## src/rtl/univ_shift_reg.sv

```systemverilog
// Universal WIDTH-bit register: hold/shift/rotate/load/clear plus multi-cycle sequences.
// Define UNIV_SHIFT_REG_ARITH_EN to make mode 111 an arithmetic shift right.
module univ_shift_reg #(
   parameter int WIDTH = 8,
   parameter int AMT_W = 4
) (
   input  logic             clk,
   input  logic             rst,
   input  logic             en,
   input  logic [2:0]       mode,
   input  logic [WIDTH-1:0] d,
   input  logic             sin,
   input  logic             start,
   input  logic [AMT_W-1:0] amt,
   output logic [WIDTH-1:0] q,
   output logic             sout,
   output logic             busy,
   output logic             done
);

   typedef enum logic {
      IDLE,
      SHIFT
   } state_t;

   localparam logic [2:0] M_HOLD = 3'b000;
   localparam logic [2:0] M_SHL  = 3'b001;
   localparam logic [2:0] M_SHR  = 3'b010;
   localparam logic [2:0] M_ROTL = 3'b011;
   localparam logic [2:0] M_ROTR = 3'b100;
   localparam logic [2:0] M_LOAD = 3'b101;
   localparam logic [2:0] M_CLR  = 3'b110;
   localparam logic [2:0] M_ASR  = 3'b111;

   state_t           state, state_nx;
   logic [WIDTH-1:0] q_r, q_nx;
   logic [AMT_W-1:0] rem, rem_nx;
   logic [2:0]       lmode, lmode_nx;
   logic             done_r, done_nx;
   logic [2:0]       eff;
   logic             seq_ok;

   function automatic logic [WIDTH-1:0] apply_op(
      input logic [2:0]       m,
      input logic [WIDTH-1:0] v,
      input logic [WIDTH-1:0] ld,
      input logic             si
   );
      logic [WIDTH-1:0] r;
      r = v;
      unique case (m)
         M_HOLD: r = v;
         M_SHL:  r = {v[WIDTH-2:0], si};
         M_SHR:  r = {si, v[WIDTH-1:1]};
         M_ROTL: r = {v[WIDTH-2:0], v[WIDTH-1]};
         M_ROTR: r = {v[0], v[WIDTH-1:1]};
         M_LOAD: r = ld;
         M_CLR:  r = '0;
`ifdef UNIV_SHIFT_REG_ARITH_EN
         M_ASR:  r = {v[WIDTH-1], v[WIDTH-1:1]};
`else
         M_ASR:  r = v;
`endif
         default: r = v;
      endcase
      return r;
   endfunction

   // Sequences only make sense for modes that move bits.
   always_comb begin
      seq_ok = 1'b0;
      unique case (1'b1)
         (mode == M_SHL),
         (mode == M_SHR),
         (mode == M_ROTL),
         (mode == M_ROTR): seq_ok = 1'b1;
`ifdef UNIV_SHIFT_REG_ARITH_EN
         (mode == M_ASR):  seq_ok = 1'b1;
`endif
         default:          seq_ok = 1'b0;
      endcase
   end

   always_comb begin
      state_nx = state;
      q_nx     = q_r;
      rem_nx   = rem;
      lmode_nx = lmode;
      done_nx  = 1'b0;
      unique case (state)
         IDLE: begin
            if (start) begin
               if (seq_ok && amt != '0) begin
                  lmode_nx = mode;
                  rem_nx   = amt;
                  state_nx = SHIFT;
               end else begin
                  done_nx = 1'b1;
               end
            end else if (en) begin
               q_nx = apply_op(mode, q_r, d, sin);
            end
         end
         SHIFT: begin
            if (en) begin
               q_nx   = apply_op(lmode, q_r, d, sin);
               rem_nx = rem - AMT_W'(1);
               if (rem == AMT_W'(1)) begin
                  state_nx = IDLE;
                  done_nx  = 1'b1;
               end
            end
         end
         default: state_nx = IDLE;
      endcase
   end

   always_ff @(posedge clk) begin
      if (rst) begin
         state  <= IDLE;
         q_r    <= '0;
         rem    <= '0;
         lmode  <= M_HOLD;
         done_r <= 1'b0;
      end else begin
         state  <= state_nx;
         q_r    <= q_nx;
         rem    <= rem_nx;
         lmode  <= lmode_nx;
         done_r <= done_nx;
      end
   end

   assign busy = (state == SHIFT);
   assign eff  = busy ? lmode : mode;
   assign sout = (eff == M_SHL || eff == M_ROTL) ? q_r[WIDTH-1] : q_r[0];
   assign q    = q_r;
   assign done = done_r;

endmodule

```

## config.mk

```make
export PLATFORM = sky130hd
export DESIGN_NAME = univ_shift_reg
export DESIGN_NICKNAME = d
export VERILOG_FILES = /design/src/rtl/univ_shift_reg.sv
export SDC_FILE = /design/constraint.sdc
export NUM_CORES = 1
export LEC_CHECK = 0
export CAP_MARGIN = 40
export CORE_MARGIN = 1.5
export CORE_UTILIZATION = 30
export DETAILED_ROUTE_END_ITERATION = 12
export GPL_TIMING_DRIVEN = 0
export HOLD_SLACK_MARGIN = 0.06
export PLACE_DENSITY_LB_ADDON = 0.1
export SLEW_MARGIN = 20
export SYNTH_ARGS = -nofsm -noshare
export SYNTH_HDL_FRONTEND = slang
export SYNTH_SLANG_ARGS = --single-unit
```

## constraint.sdc

```tcl
create_clock -name clk -period 2.1 [get_ports clk]
set_input_delay 0.315 -clock clk [delete_from_list [all_inputs] [get_ports clk]]
set_output_delay 0.315 -clock clk [all_outputs]
set_load 0.02 [all_outputs]
```

==> flow_summary.toml, run 1 <==
[run_status]
status = "finished clean"

[detailed_routing]
drt_first_iter_violations = 263
vias = 1913
first_pass_iters = 6
wl_per_cell_um = 18.0
ant_nets = 0
remaining_drc_errors = 0
totalWireLength_um = 5920
via_per_inst = 5.81

[floorplanning]
io_pins = 31
rows = 27
dieArea_mm2 = 0.00615
die_h_um = 78.4
initial_core_util_pct = 31.0
die_width_um = 78.4
core_area_mm2 = 0.00551

[critical_path]
setup.worst_path.end = "sout"
critPathCaptureType = "output port"
cp_cell_sequence = "buf_6 > buf_6 > inv_1 > a31oi_1 > mux2_2 > clkbuf_2"
cp.arrival_ns = 1.68
crit_slowest_cell = "dfxtp_2"
path_class = "flop to output port"
r2r_slack_ns = 0.13
cp_max_fo = 10
rr_startpoint = "lmode[1]"
crit_required_ns = 1.78
crit_top_cell = "buf_6"
r2r-end = "q[7]"
start_kind = "flop"
crit_start = "lmode[2]"
crit_path_max_incr_delay_ns = 0.37
ff2ff_path_depth = 6

[logic_synthesis]
yosys_most_used_dff = "dfxtp_1"
syn_inst = 224
syn_avg_cell_area_um2 = 7.61
synth_seq_area_share_pct = 20.0
synth_cell_types = 57
syn_nets = 246
yosysWarnings = 0
synth_edf_count = 0
syn_area_mm2 = 0.00171
synth-async-reset-ratio_pct = 0
ys_seq_elements = 17

[sta]
rsz0062_at_grt = "false"
hold_viol_final = 0
fin_crit_ns = 1.99
fin_crit_sh_pct = 94.8
relSlewSlack_pct = 61.7
clock.fmax_ghz = 0.502
finalClockSkew_ns = 0.00528
maxSlewViolCount = 0
setup_viol = 0
worst_slew_pin_slew_ns = 0.575
tns_ns = 0

[global_routing]
grt_use_total_pct = 20.1
grt_pass1_vias = 1735
grt_max_degree = 20
grt_pass1_wl_um = 9600
antenna_found_initial = 0
grt_overflow = 0

[clock_tree]
hold_buffers = 0
cts_inserted_buffers = 3
clk_transition_reported_paths_ns = 0.07
clock_sink_count = 17
root_buffer = "clkbuf_8"
clock_latency_ns = 0.26
cts_tree = "yes"
clockBufferDepth = 2
htree_levels = 1

[power_and_ir_drop]
powerDensity_mw_per_mm2 = 494
p_leak_uw = 0.000753
max-vdd-ir-drop_mv = 0.270
p_total_uw = 1080

[worst_hold_path]
hold_class = "flop to flop"
hold_path.startpoint = "rem[3]"

[placement]
gp_congestion = 0.881
placement.io_buffers = 28
hpwlAfterDp_um = 4200

[cells_and_area]
layout-drive-gt1-share_pct = 15.2
nets = 280
diodes = 0
area_growth_pct = 28.5

[flow_run]
cap_violations = 0
==> worst min-delay path by stage <==
stage / depth (start not counted) / endpoint
floorplan: 2 / rem[3]
global placement: 2 / rem[3]
detailed placement: 2 / rem[3]
CTS: 2 / rem[3]
global route: 2 / rem[3]
finish: 2 / rem[3]
==> registers in the layout, indices dropped and copies added, names as in the netlist <==
signal,flops
q,8
rem,4
lmode,3
busy,1
done,1
==> layout by cell type (no fill, tap or decap), types with 3 or more instances in the layout <==
| cell | n |
|---|---|
| buf_2 | 3 |
| nor2_1 | 20 |
| o2111ai_1 | 3 |
| buf_6 | 5 |
| nand2_1 | 10 |
| clkbuf_2 | 3 |
| nor3_1 | 13 |
| clkbuf_8 | 5 |
| inv_1 | 11 |
| a311oi_2 | 4 |
| a211oi_1 | 4 |
| nand2b_1 | 6 |
| clkdlybuf4s50_1 | 25 |
| and2_1 | 3 |
| a31oi_1 | 7 |
| nor2b_1 | 8 |
| o21ai_0 | 9 |
| nand3_1 | 9 |
| dfxtp_1 | 15 |
| o211ai_1 | 7 |
| a21oi_1 | 8 |
| mux2_2 | 4 |
| clkbuf_1 | 7 |
| mux2i_1 | 13 |
==> routing by layer <==
metal  part of all wire [%]  wire, um  global-route usage [%]
met1                     48      2850                    30.3
met2                     42      2500                    27.9
met3                    8.0       473                    5.12
met4                    1.7        98                    5.18
met5                      0         0                       0
==> logic make-up (layout without fill, tap and decap cells) <==
group | Yosys count | count (layout) | synth area share (%)
simple gates | 83 | 83 | 26.3
mux | 17 | 17 | 10.3
xor+xnor | 2 | 2 | 1.03
fa+ha+maj | 2 | 2 | 1.47
buf+inv | 35 | 68 | 9.10
flops | 17 | 17 | 20.0
compound gates | 68 | 68 | 31.8
==> final cells by class <==
cell class	count	area (um2)
buffer	22	150
clock buffer	3	41.3
clock inverter	1	5.00
fill	604	3310
inverter	12	48.8
multi-input combinational	172	1220
sequential	17	343
tap	72	90.1
timing repair buffer	30	289
==> synthesized netlist by cell type, types with 6 or more instances <==
master    count  area share, %
nand2b_1      6            2.2
nor2b_1       8            2.9
nor3_1       13            3.8
a21oi_1       8            2.3
mux2i_1      13            7.6
o211ai_1      7            3.1
nor2_1       20            4.4
inv_1        12            2.6
nand2_1      10            2.2
nand3_1       9            2.6
dfxtp_1      17             20
buf_2         6            1.8
clkbuf_1     11            2.4
a31oi_1       7            2.6
o21ai_0       9            2.6
==> worst max-delay path: cells and delay by family (launching register included) <==
family	cells	cell delay [ns]
AO/OA/AOI/OAI	1	0.15
multiplexers	1	0.35
buffers and inverters	4	0.54
flip-flops	1	0.37
==> per-stage QoR <==
step	setup WS, ns	cell area (um2)	util (%)	instances	hold slack [ns]
after global placement	-0.760	2080	37.7	324	0.501
after CTS	-0.0143	2170	39.4	327	0.523
after global routing	0.000670	2190	39.8	329	0.550
final	0.109	2190	39.8	329	0.518
after floorplan	0.349	1710	-	224	0.475
after detailed placement	-0.712	2080	37.7	324	0.512
==> power breakdown <==
part | leakage, uW | internal, uW | switching, uW
clock | 0.0000255 | 132 | 135
sequential | 0.000140 | 348 | 31.3
combinational | 0.000588 | 196 | 242
total | 0.000753 | 676 | 408
==> repair_timing <==
| item | in CTS | in global routing |
|---|---|---|
| setup endpoints to repair | 7 | 12 |
| buffers inserted | 0 | 2 |
| resized for setup | 21 | 6 |
No activity file was read; power rests on OpenSTA's default activity.
==> run 2: changes to the inputs <==
Settings changed: ABC_AREA set to 1.
==> flow_summary.toml, run 2 <==
[run_status]
status = "finished clean"

[logic_synthesis]
syn_inst = 219
synth_most_common_cell = "nand2_1"
yosysWarnings = 0
yosys_most_used_dff = "dfxtp_1"
synth_edf_count = 0
synth_top_area_cell = "dfxtp_1"
synth_area_leaders = "dfxtp_1, nand2_1, nand3_1, a21oi_1, inv_1"
synth_cell_types = 25
syn_avg_cell_area_um2 = 6.03
synth_seq_area_share_pct = 25.8
ys_seq_elements = 17
syn_nets = 241
syn_area_mm2 = 0.00132
synth_top_area_share_pct = 25.8
netlist_top_cells_count = "nand2_1, nand3_1, a21oi_1"
synth-async-reset-ratio_pct = 0

[critical_path]
start_kind = "flop"
r2r-end = "q[0]"
r2r_slack_ns = 0.55
path_class = "flop to output port"
crit_start = "busy"
setup.worst_path.end = "sout"
ff2ff_path_depth = 7
critPathCaptureType = "output port"
rr_startpoint = "busy"
cp.arrival_ns = 1.55
crit_required_ns = 1.78
cp_max_fo = 15

[global_routing]
met2_usage_pct = 27.2
met1_usage_pct = 25.8
antenna_found_initial = 0
grt_pass1_wl_um = 6960
top_usage_layer = "met2"
grt_overflow = 0
grt_max_degree = 16
grt_pass1_vias = 1423
grt.met3_usage_pct = 3.78
grt_use_total_pct = 17.7

[power_and_ir_drop]
p_int_uw = 602
p_comb_share_pct = 32.3
p_sw_share_pct = 35.8
max-vdd-ir-drop_mv = 0.280
powerDensity_mw_per_mm2 = 550
p_switching_uw = 335
p_leak_uw = 0.000676
power_frac_seq_pct = 39.9
p_total_uw = 938
clkPwrFrac_pct = 27.9

[cells_and_area]
area_growth_pct = 29.3
final_cell_mix = "nand2_1, nand3_1, a21oi_1"
seq_area_um2 = 340
post-route-util_pct = 41.5
fillers = 467
diodes = 0
largest_register_ffs = 8
nets = 273
stdcell_count = 300
multi_input_area_um2 = 873
layout-drive-gt1-share_pct = 7.20
mostFrequentLayoutCell = "nand2_1"

[placement]
dp.cells = 297
place_ws_ns = -0.383
hpwlAfterDp_um = 2950
gp_congestion = 0.807
placement.io_buffers = 28

[detailed_routing]
via_per_inst = 5.05
vias = 1516
remaining_drc_errors = 0
first_pass_iters = 4
ant_nets = 0
drt_first_iter_violations = 106
totalWireLength_um = 3980
wl_per_cell_um = 13.3

[sta]
maxSlewViolCount = 0
fin_crit_ns = 1.87
setup_slack_ns = 0.232
hold_viol_final = 0
worst_slew_pin_slew_ns = 0.613
finalClockSkew_ns = 0.00553
rsz0062_at_grt = "false"
clock.fmax_ghz = 0.535
setup_viol = 0
relSlewSlack_pct = 58.8
fin_crit_sh_pct = 88.9

[clock_tree]
cts_inserted_buffers = 3
clockBufferDepth = 2
root_buffer = "clkbuf_8"
post_cts_buffers = 0
clock_sink_count = 17
htree_levels = 1
clock_latency_ns = 0.26
hold_buffers = 0
cts_tree = "yes"
cts_resized = 3
clk_transition_reported_paths_ns = 0.08

[floorplanning]
dieArea_mm2 = 0.00481
die_h_um = 69.3
initial_core_util_pct = 32.1
core_area_mm2 = 0.00412
rows = 23
io_pins = 31
die_width_um = 69.3

[worst_hold_path]
hold_class = "input port to flop"

[flow_run]
cap_violations = 0
[run 2: changes by cell type in the layout (fill, tap and decap cells not counted), moves of 8 or more]
cell | before | now
a21oi_1 | 8 | 31
nor3_1 | 13 | 2
nand3_1 | 9 | 33
nor2_1 | 20 | 11
mux2i_1 | 13 | 0
nand2_1 | 10 | 65
nor2b_1 | 8 | 0
[run 2: layer usage]
metal / up-vias / share of wire (%)
li1: 803 / -
met2: 45 / 45
met5: - / 0
met1: 666 / 50
met3: 2 / 4.8
met4: 0 / 0.53
[run 2: worst min-delay path by stage]
| stage | end | cells past startpoint | from |
|---|---|---|---|
| 2_1_floorplan | rem[2] | 2 | rem[2] |
| 4_1_cts | lmode[1] | 3 | mode[1] |
| 5_1_grt | lmode[1] | 3 | mode[1] |
| 3_3_place_gp | rem[1] | 2 | rem[1] |
| 6_report | lmode[1] | 3 | mode[1] |
| 3_5_place_dp | rem[1] | 2 | rem[1] |
[run 2: cell type report]
type | count | share of cell area [%]
Inverter | 19 | 4.18
Tap cell | 50 | 3.67
Buffer | 5 | 2.13
Multi-Input combinational cell | 177 | 51.2
Sequential cell | 17 | 19.9
Clock buffer | 4 | 2.64
Timing Repair Buffer | 28 | 16.3
[run 2: cell families after synthesis]
group / share of synthesized area, %
DFF: 25.8
xor gates and xnor gates: 0.664
AOI/OAI and AO/OA: 20.8
and+or+nand+nor: 42.5
adders and majority gates: 1.90
buffers and inverters: 8.44
[run 2: critical path, stage by stage, from the launching register on]
cell and delay (ns):
dfxtp_1 0.33, buf_2 0.27, nand3_1 0.13, o31ai_2 0.09, nand2_1 0.07, o21ai_0 0.07
dlygate4sd2_1 0.35
[run 2: power groups by stage]
stage / clock network (uW) / registers, uW / logic (uW)
finish: 261 / 374 / 303
global route: 289 / 378 / 339
CTS: 277 / 373 / 304
detailed placement: 0 / 381 / 305
global placement: 0 / 381 / 306
floorplan: 0 / 387 / 181
[run 2: through the flow]
stage / setup TNS [ns] / hold WS [ns] / area (um2)
final: 0 / 0.398 / 1710
after global routing: 0 / 0.424 / 1710
after CTS: 0 / 0.397 / 1710
after detailed placement: -0.383 / 0.481 / 1660
after global placement: -0.412 / 0.486 / 1660
after floorplan: 0 / 0.460 / 1320
